File: config.mk
export PLATFORM = sky130hd
export DESIGN_NAME = bram_pipe_accessor
export DESIGN_NICKNAME = d
export VERILOG_FILES = /design/src/rtl/bram_pipe_accessor_pkg.sv /design/src/rtl/bram_pipe_accessor_if.sv /design/src/rtl/bram_pipe_accessor_datapath.sv /design/src/rtl/bram_pipe_accessor.sv
export SDC_FILE = /design/constraint.sdc
export NUM_CORES = 2
export LEC_CHECK = 0
export CORE_ASPECT_RATIO = 1.2
export CORE_UTILIZATION = 37
export DETAILED_ROUTE_END_ITERATION = 10
export PLACE_DENSITY_LB_ADDON = 0.05
export RECOVER_POWER = 50
export SLEW_MARGIN = 0
export SYNTH_ARGS = -nofsm -noshare
export SYNTH_HDL_FRONTEND = slang
export SYNTH_SLANG_ARGS = --single-unit
export TNS_END_PERCENT = 30
File: constraint.sdc
create_clock -name clk -period 3.43 [get_ports clk]
set_clock_uncertainty 0.1 [all_clocks]
set_input_delay 0.686 -clock clk [delete_from_list [all_inputs] [get_ports clk]]
set_output_delay 0.686 -clock clk [all_outputs]
set_load 0.005 [all_outputs]
File: src/rtl/bram_pipe_accessor_pkg.sv
// Shared FSM state encoding and run-mode constants for the BRAM pipe accessor.
package bram_pipe_accessor_pkg;

   typedef enum logic [1:0] {
      IDLE  = 2'd0,
      RUN   = 2'd1,
      DRAIN = 2'd2,
      DONE  = 2'd3
   } state_t;

   localparam logic [1:0] MODE_COPY   = 2'b00;
   localparam logic [1:0] MODE_SQUARE = 2'b01;
   localparam logic [1:0] MODE_ACC    = 2'b10;

endpackage

File: src/rtl/bram_pipe_accessor_if.sv
// Bundle of the two BRAM ports: BRAM0 is the read source, BRAM1 the write sink.
interface bram_pipe_accessor_if #(
   parameter int AWIDTH   = 8,
   parameter int DWIDTH_1 = 32,
   parameter int DWIDTH_2 = 64
);
   logic [AWIDTH-1:0]   addr_b0;
   logic                ce_b0;
   logic                we_b0;
   logic [DWIDTH_1-1:0] d_b0;
   logic [DWIDTH_1-1:0] q_b0;
   logic [AWIDTH-1:0]   addr_b1;
   logic                ce_b1;
   logic                we_b1;
   logic [DWIDTH_2-1:0] d_b1;

   // accessor side of both memories
   modport master (output addr_b0, ce_b0, we_b0, d_b0, addr_b1, ce_b1, we_b1, d_b1,
                   input  q_b0);
   // memory side
   modport slave  (input  addr_b0, ce_b0, we_b0, d_b0, addr_b1, ce_b1, we_b1, d_b1,
                   output q_b0);
   // write-back datapath: consumes read data, owns the BRAM1 port
   modport dp     (input  q_b0,
                   output addr_b1, ce_b1, we_b1, d_b1);
endinterface

File: src/rtl/bram_pipe_accessor_datapath.sv
// Write-back datapath: mode mux, squarer, accumulator and registered BRAM1 port.
module bram_pipe_datapath
   import bram_pipe_accessor_pkg::*;
#(
   parameter int AWIDTH   = 8,
   parameter int DWIDTH_1 = 32,
   parameter int DWIDTH_2 = 64
) (
   input  logic              clk,
   input  logic              reset_n,
   input  logic              clr_i,
   input  logic              vld_i,
   input  logic [1:0]        mode_i,
   input  logic [AWIDTH-1:0] wr_addr_i,
   bram_pipe_accessor_if.dp  bus
);
   logic [DWIDTH_2-1:0] acc_q, acc_d;
   logic [DWIDTH_2-1:0] d_q, d_d;
   logic [AWIDTH-1:0]   addr_q, addr_d;
   logic                we_q, we_d;
   logic [DWIDTH_2-1:0] q_ext;

   assign q_ext = DWIDTH_2'(bus.q_b0);

   // form the next write beat from the consumed read data; d holds between beats
   always_comb begin
      acc_d  = acc_q;
      d_d    = d_q;
      addr_d = addr_q;
      we_d   = vld_i;
      if (clr_i) acc_d = '0;
      if (vld_i) begin
         addr_d = wr_addr_i;
         case (mode_i)
            MODE_SQUARE: d_d = q_ext * q_ext;
            MODE_ACC: begin
               acc_d = acc_q + q_ext;
               d_d   = acc_q + q_ext;
            end
            default:     d_d = q_ext;
         endcase
      end
   end

   // datapath registers
   always_ff @(posedge clk or negedge reset_n) begin
      if (!reset_n) begin
         acc_q  <= '0;
         d_q    <= '0;
         addr_q <= '0;
         we_q   <= 1'b0;
      end else begin
         acc_q  <= acc_d;
         d_q    <= d_d;
         addr_q <= addr_d;
         we_q   <= we_d;
      end
   end

   assign bus.ce_b1   = we_q;
   assign bus.we_b1   = we_q;
   assign bus.addr_b1 = addr_q;
   assign bus.d_b1    = d_q;

endmodule

File: src/rtl/bram_pipe_accessor.sv
// Streams count words out of BRAM0, transforms them and writes them to BRAM1.
//
//   state | meaning
//   IDLE  | waiting for start_run_i; run parameters latched on start
//   RUN   | one BRAM0 read issued per cycle, remaining-count down-counter runs
//   DRAIN | reads finished, waiting for in-flight data to be written
//   DONE  | single-cycle done_o pulse
module bram_pipe_accessor
   import bram_pipe_accessor_pkg::*;
#(
   parameter int CNT_BIT  = 31,
   parameter int DWIDTH_1 = 32,
   parameter int DWIDTH_2 = 64,
   parameter int AWIDTH   = 8,
   parameter int RD_LAT   = 1
) (
   input  logic                clk,
   input  logic                reset_n,
   input  logic                start_run_i,
   input  logic [CNT_BIT-1:0]  run_count_i,
   input  logic [1:0]          mode_i,
   input  logic [AWIDTH-1:0]   base_b0_i,
   input  logic [AWIDTH-1:0]   base_b1_i,
   input  logic [DWIDTH_1-1:0] q_b0_i,
   output logic                idle_o,
   output logic                read_o,
   output logic                write_o,
   output logic                done_o,
   output logic [AWIDTH-1:0]   addr_b0_o,
   output logic                ce_b0_o,
   output logic                we_b0_o,
   output logic [DWIDTH_1-1:0] d_b0_o,
   output logic [AWIDTH-1:0]   addr_b1_o,
   output logic                ce_b1_o,
   output logic                we_b1_o,
   output logic [DWIDTH_2-1:0] d_b1_o
);
   state_t             state_q, state_d;
   logic [CNT_BIT-1:0] rem_q, rem_d;
   logic [AWIDTH-1:0]  rd_addr_q, rd_addr_d;
   logic [AWIDTH-1:0]  wr_addr_q, wr_addr_d;
   logic [1:0]         mode_q, mode_d;
   logic [RD_LAT-1:0]  vld_q, vld_d;
   logic               rd_en;
   logic               clr_acc;
   logic               consume;

   bram_pipe_accessor_if #(.AWIDTH(AWIDTH), .DWIDTH_1(DWIDTH_1), .DWIDTH_2(DWIDTH_2)) bus ();

   assign rd_en   = (state_q == RUN);
   assign consume = vld_q[RD_LAT-1];

   // next state, address counters and read-valid pipe
   always_comb begin
      state_d   = state_q;
      rem_d     = rem_q;
      rd_addr_d = rd_addr_q;
      wr_addr_d = wr_addr_q;
      mode_d    = mode_q;
      clr_acc   = 1'b0;
      vld_d[0]  = rd_en;
      for (int i = 1; i < RD_LAT; i++) vld_d[i] = vld_q[i-1];
      if (consume) wr_addr_d = wr_addr_q + AWIDTH'(1);
      case (state_q)
         IDLE: begin
            if (start_run_i) begin
               mode_d    = mode_i;
               rd_addr_d = base_b0_i;
               wr_addr_d = base_b1_i;
               rem_d     = run_count_i;
               clr_acc   = 1'b1;
               state_d   = (run_count_i == '0) ? DONE : RUN;
            end
         end
         RUN: begin
            rd_addr_d = rd_addr_q + AWIDTH'(1);
            rem_d     = rem_q - CNT_BIT'(1);
            if (rem_q == CNT_BIT'(1)) state_d = DRAIN;
         end
         // the pipe empties in the same cycle the final write is on the bus
         DRAIN: if (vld_q == '0) state_d = DONE;
         DONE:  state_d = IDLE;
         default: state_d = IDLE;
      endcase
   end

   // control registers
   always_ff @(posedge clk or negedge reset_n) begin
      if (!reset_n) begin
         state_q   <= IDLE;
         rem_q     <= '0;
         rd_addr_q <= '0;
         wr_addr_q <= '0;
         mode_q    <= MODE_COPY;
         vld_q     <= '0;
      end else begin
         state_q   <= state_d;
         rem_q     <= rem_d;
         rd_addr_q <= rd_addr_d;
         wr_addr_q <= wr_addr_d;
         mode_q    <= mode_d;
         vld_q     <= vld_d;
      end
   end

   assign bus.addr_b0 = rd_addr_q;
   assign bus.ce_b0   = rd_en;
   assign bus.we_b0   = 1'b0;
   assign bus.d_b0    = '0;
   assign bus.q_b0    = q_b0_i;

   bram_pipe_datapath #(
      .AWIDTH   (AWIDTH),
      .DWIDTH_1 (DWIDTH_1),
      .DWIDTH_2 (DWIDTH_2)
   ) u_dp (
      .clk       (clk),
      .reset_n   (reset_n),
      .clr_i     (clr_acc),
      .vld_i     (consume),
      .mode_i    (mode_q),
      .wr_addr_i (wr_addr_q),
      .bus       (bus)
   );

   assign idle_o    = (state_q == IDLE);
   assign read_o    = rd_en;
   assign write_o   = bus.we_b1;
   assign done_o    = (state_q == DONE);
   assign addr_b0_o = bus.addr_b0;
   assign ce_b0_o   = bus.ce_b0;
   assign we_b0_o   = bus.we_b0;
   assign d_b0_o    = bus.d_b0;
   assign addr_b1_o = bus.addr_b1;
   assign ce_b1_o   = bus.ce_b1;
   assign we_b1_o   = bus.we_b1;
   assign d_b1_o    = bus.d_b1;

endmodule
Word-level counts from Yosys, hierarchy flattened
Cells that the tools add are included. Widths: inputs -> output; s select.

Mux-type cells: 18. Equality and inequality tests: 9. $mul: 1. Add/subtract/negate cells: 4. Reductions and logical operators: 6.

Operators by type and width (count): $mux 64 (3); $pmux 64 s2 (1); $add 64x32->64 (1); $mul 32x32->64 (1); $pmux 31 s2 (1); $mux 8 (4); $eq 31x1->1 const B (1); $logic_not 31->1 (1); $mux 31 (1); $sub 31x1->31 const B (1); $add 8x1->8 const B (2); $pmux 8 s2 (1); $mux 2 (4); $pmux 2 s4 (1); $eq 2x2->1 const B (3); $eq 2x1->1 const B (2); $ne 2x2->1 const B (2); $reduce_and 2->1 (2); $reduce_and 3->1 (1); $logic_not 2->1 (1); $mux 1 (2); $ne 2x1->1 const B (1); $reduce_bool 2->1 (1).

Logic and storage cells: 48. Output and inout port bits: 120. Register bits after elaboration: 189. Input port bits: 84.

Longest topological paths before layout
Depth in word-level cells: 5. Mapped depth: 30. Mapped depth without buffers: 27.

Cells and area by module
Synthesis repeated with hierarchy kept, for this count alone.

Cells, all modules: 4534. Area, all modules: 41491.0 sq um.

Modules (own cells, without submodules): bram_pipe_datapath (sequential area each 3428.3 sq um, area each 38059.0 sq um, instances 1, cells an instance 4137); bram_pipe_accessor (sequential area each 1301.2 sq um, area each 3432.0 sq um, instances 1, cells an instance 397).

Least setup slack after synthesis
OpenSTA, ideal clock, no wires.

Kind: input to register. From: in q_b0_i[17]. To: reg u_dp.d_q[58] (netlist: u_dp.bus.d_b1[58]). Data arrival time: 7717 ps. Library setup time: 126 ps. Setup slack: -4513 ps. Stages: 25. Required time: 3204 ps. Path through: clkbuf_1 clkbuf_1 nand2_1 inv_1 fa_1 fa_1 inv_1 fa_1 fa_1 inv_1 fa_1 fa_1 fa_1 fa_1 ha_1 clkbuf_1 nand2_1 nor3_1 and4_1 a211oi_1 o211a_1 nor3_1 a31oi_1 xnor2_1 a221o_1.

Cells in the longest elaborated chain, start to end: 2.

Ends and longest elaborated chain: start: declaration (RTL line bram_pipe_accessor.sv:24) `input logic [DWIDTH_1-1:0] q_b0_i,`; $mul 32x32->64 / $add 64x32->64 (equally long branches) (RTL line bram_pipe_accessor_datapath.sv:35, bram_pipe_accessor_datapath.sv:38); $pmux 64 s2 (*) (RTL line bram_pipe_accessor_datapath.sv:34) `case (mode_i)`; end signal: assignment (RTL line bram_pipe_accessor_datapath.sv:49) `d_q <= '0;`; end signal: assignment (RTL line bram_pipe_accessor_datapath.sv:54) `d_q <= d_d;`; end: declaration (RTL line bram_pipe_accessor_datapath.sv:18) `logic [DWIDTH_2-1:0] d_q, d_d;`.

Mark *: on every way between the ends. The rest lies on a longest branch, timed or not. A chain may end at the register's enable or synchronous reset.

Worst setup path in the final report
From: in q_b0_i[6]. To: reg u_dp.d_q[55] (netlist: u_dp.bus.d_b1[55]).

The elaborated chain is that of the path after synthesis.

==> out/results.tsv <==
stage	metric	value	unit
run_status	status	complete, but fails checks	
run_status	violations	max-capacitance violations, max-slew violations, negative setup slack	
timing	worst_pin_slew	1820	ps
route	vias_per_cell	4.89	
timing	timing.fmax	0.133	GHz
floorplan	initial_core_util	37.5	%
critical_path	worst_ep_required_time	3680	ps
synth	synthTopCellsByCount	994 x inv_1, 793 x fa_1, 429 x nand2_1	
critical_path	start_kind	primary input	
synth	ys_async_sr_fraction	100	%
critical_path	crit_type	primary input to flip-flop	
clock_network	cts_max_level	4	
floorplan	die_w	307	µm
final_layout	finish.instance_area	0.0549	mm²
grt	grt-ovfl-total	0	
clock_network	worstSkewPairLatency	470	ps
timing	finalWorstSetupSlack	-4070	ps
timing	setup_viol	63	
place	placed_area	0.0509	mm²
synth	yosys_warnings	0	
final_layout	syn_to_final_growth	33.3	%
synth	syn_area	0.0412	mm²
route	wl_per_cell	20.7	µm
synth	synth_area_leaders	fa_1 39%, dfrtp_1 11%, ha_1 10%, inv_1 9.1%, nand2_1 3.9%	
synth	yosysTopAreaCell	fa_1	
floorplan	fp-row-count	133	
clock_network	clock_sinks	189	
grt	antenna_found_initial	5	
synth	ys_seq_area_share	11.5	%
critical_path	cp_max_fo	8	
final_layout	drive_gt1_share	27.7	%
synth	ys_seq_elements	189	
route	drtIter0Drc	1714	
synth	synth.most_common_cell	inv_1	
timing	grt_setup_unrepaired	yes	
clock_network	cts_buffers	17	
clock_network	cts-root-buf	clkbuf_16	
floorplan	die-area	0.113	mm²
critical_path	critPathCaptureType	flip-flop	
floorplan	core	0.110	mm²
route	ant_nets	0	
place	place.gp.congestion	0.907	
synth	synth.distinct_cells	81	
route	drtPass1Iterations	5	
flow_run	drv_cap	1	
clock_network	clockBufferDepth	2	
floorplan	io_pins	204	
clock_network	path_clk_slew	80	ps
route	num_vias	33986	
timing	hold_violations	0	
grt	grt_max_degree	74	
timing	min_period_over_period	219	%
timing	maxSlewViolCount	62	
synth	ys.flop_type	dfrtp_1	
timing	finalCriticalPeriod	7500	ps
final_layout	fill_cells	10527	
synth	syn_area_per_cell	9.12	µm²
critical_path	crit_arrival	7740	ps
floorplan	die_h	368	µm
route	wl	144000	µm
place	portBuffers	170	
synth	synth_top_area_share	38.5	%
synth	synth_enable_flop_cells	0	
route	drcViolationCount	0	
place	pre_cts_slack	-5260	ps
synth	synthCells	4515	
timing	slew_headroom	-21.0	%
grt	grt_first_pass_wirelength	222000	µm
grt	grt_pass1_vias	36868	
final_layout	fin_nets	6668	
min_path	hp-class	flip-flop to flip-flop	
grt	grt_usage	26.2	%
clock_network	cts_tree	built	
place	dp_hpwl	117000	µm
-- final cells by class --
| type | instances | area [µm²] | share of cell area [%] |
|---|---|---|---|
| clock buffers | 18 | 439 | 0.800 |
| multi-input cells | 3125 | 34100 | 62.1 |
| well taps | 1485 | 1860 | 3.38 |
| flip-flops and latches | 189 | 4730 | 8.61 |
| clock inverters | 13 | 174 | 0.317 |
| inverters | 995 | 3740 | 6.81 |
| repair buffers | 1122 | 9880 | 18.0 |
| diodes | 1 | 2.50 | 0.00456 |
-- state kept, by name (all words and copies together), names as in the netlist --
| name | cells |
|---|---|
| wr_addr_q | 8 |
| addr_b0_o | 8 |
| mode_q | 2 |
| u_dp.acc_q | 64 |
| u_dp.bus.addr_b1 | 8 |
| state_q | 2 |
| consume | 1 |
| rem_q | 31 |
| u_dp.bus.d_b1 | 64 |
| u_dp.bus.ce_b1 | 1 |
-- stage by stage --
step | std cells | TNS [ps] | hold slack [ps] | util (%)
6_report | 6948 | -206760 | 397 | 49.9
5_1_grt | 6947 | -221000 | 412 | 49.9
4_1_cts | 6920 | -210510 | 73.9 | 49.0
3_5_place_dp | 6815 | -320970 | 374 | 46.3
3_3_place_gp | 6815 | -323120 | 373 | 46.3
2_1_floorplan | 4547 | -200380 | 290 | -
-- per-layer routing --
layer,track usage [%],part of all wire [%]
met1,34.5,43
met2,44.8,49
met4,8.37,3.3
met5,0,0.022
met3,3.07,4.1
-- cell usage in the layout (no fill, tap or decap), drive strengths merged, types with 74 or more instances in the layout --
cell type / n
a21oi: 201
and2: 240
buf: 971
clkdlybuf4s50: 137
dfrtp: 189
fa: 793
ha: 341
inv: 998
nand2: 430
nor2: 144
o21ai: 152
xnor2: 88
xor2: 74
-- cells by family (layout without fill, tap and decap cells) --
logic type / after synthesis / count (layout) / share of synthesized area [%]
adder cells (fa/ha/maj): 1134 / 1134 / 48.9
buffers and inverters: 1233 / 2148 / 11.6
AO/OA/AOI/OAI: 693 / 693 / 10.9
flip-flops: 189 / 189 / 11.5
other: 1 / 34 / 0.00910
AND/OR/NAND/NOR: 1056 / 1056 / 12.5
multiplexers: 47 / 47 / 1.22
XOR/XNOR: 162 / 162 / 3.44
-- final timing paths --
kind	startpoint	to	slack (ps)	cells past startpoint
setup / recovery	q_b0_i[6]	u_dp.bus.d_b1[55]	-4070	25
hold / removal	u_dp.bus.d_b1[2]	u_dp.bus.d_b1[2]	400	2
setup reg to reg	u_dp.acc_q[1]	u_dp.bus.d_b1[27]	70	14
hold reg to reg	u_dp.bus.d_b1[2]	u_dp.bus.d_b1[2]	400	2
max in group asynchronous	reset_n	u_dp.bus.d_b1[41]	580	2
min in group asynchronous	reset_n	u_dp.bus.d_b1[13]	570	1
-- worst max-delay path, stage by stage --
cell	delay (ps)
buf_8	100
buf_12	130
buf_12	140
and2_4	160
buf_6	110
fa_1	510
inv_2	40
fa_1	500
inv_1	50
fa_1	580
fa_1	440
fa_1	480
fa_1	590
fa_2	460
fa_2	600
ha_4	220
buf_6	120
a21oi_4	120
o21ai_2	90
or3_1	350
or4_4	620
nand2_8	130
o31ai_2	60
xor2_1	140
a221o_1	300
-- timing repair --
item	4_1_cts	5_1_grt
pin swaps	290	179
setup buffers	71	37
hold buffers	0	0
setup endpoints to repair	103	90
cloned	8	0
resized for setup	416	221
Power is left out: the tool's default activity adds up to more than one toggle a clock period on the data nets, which glitch-free logic cannot reach.
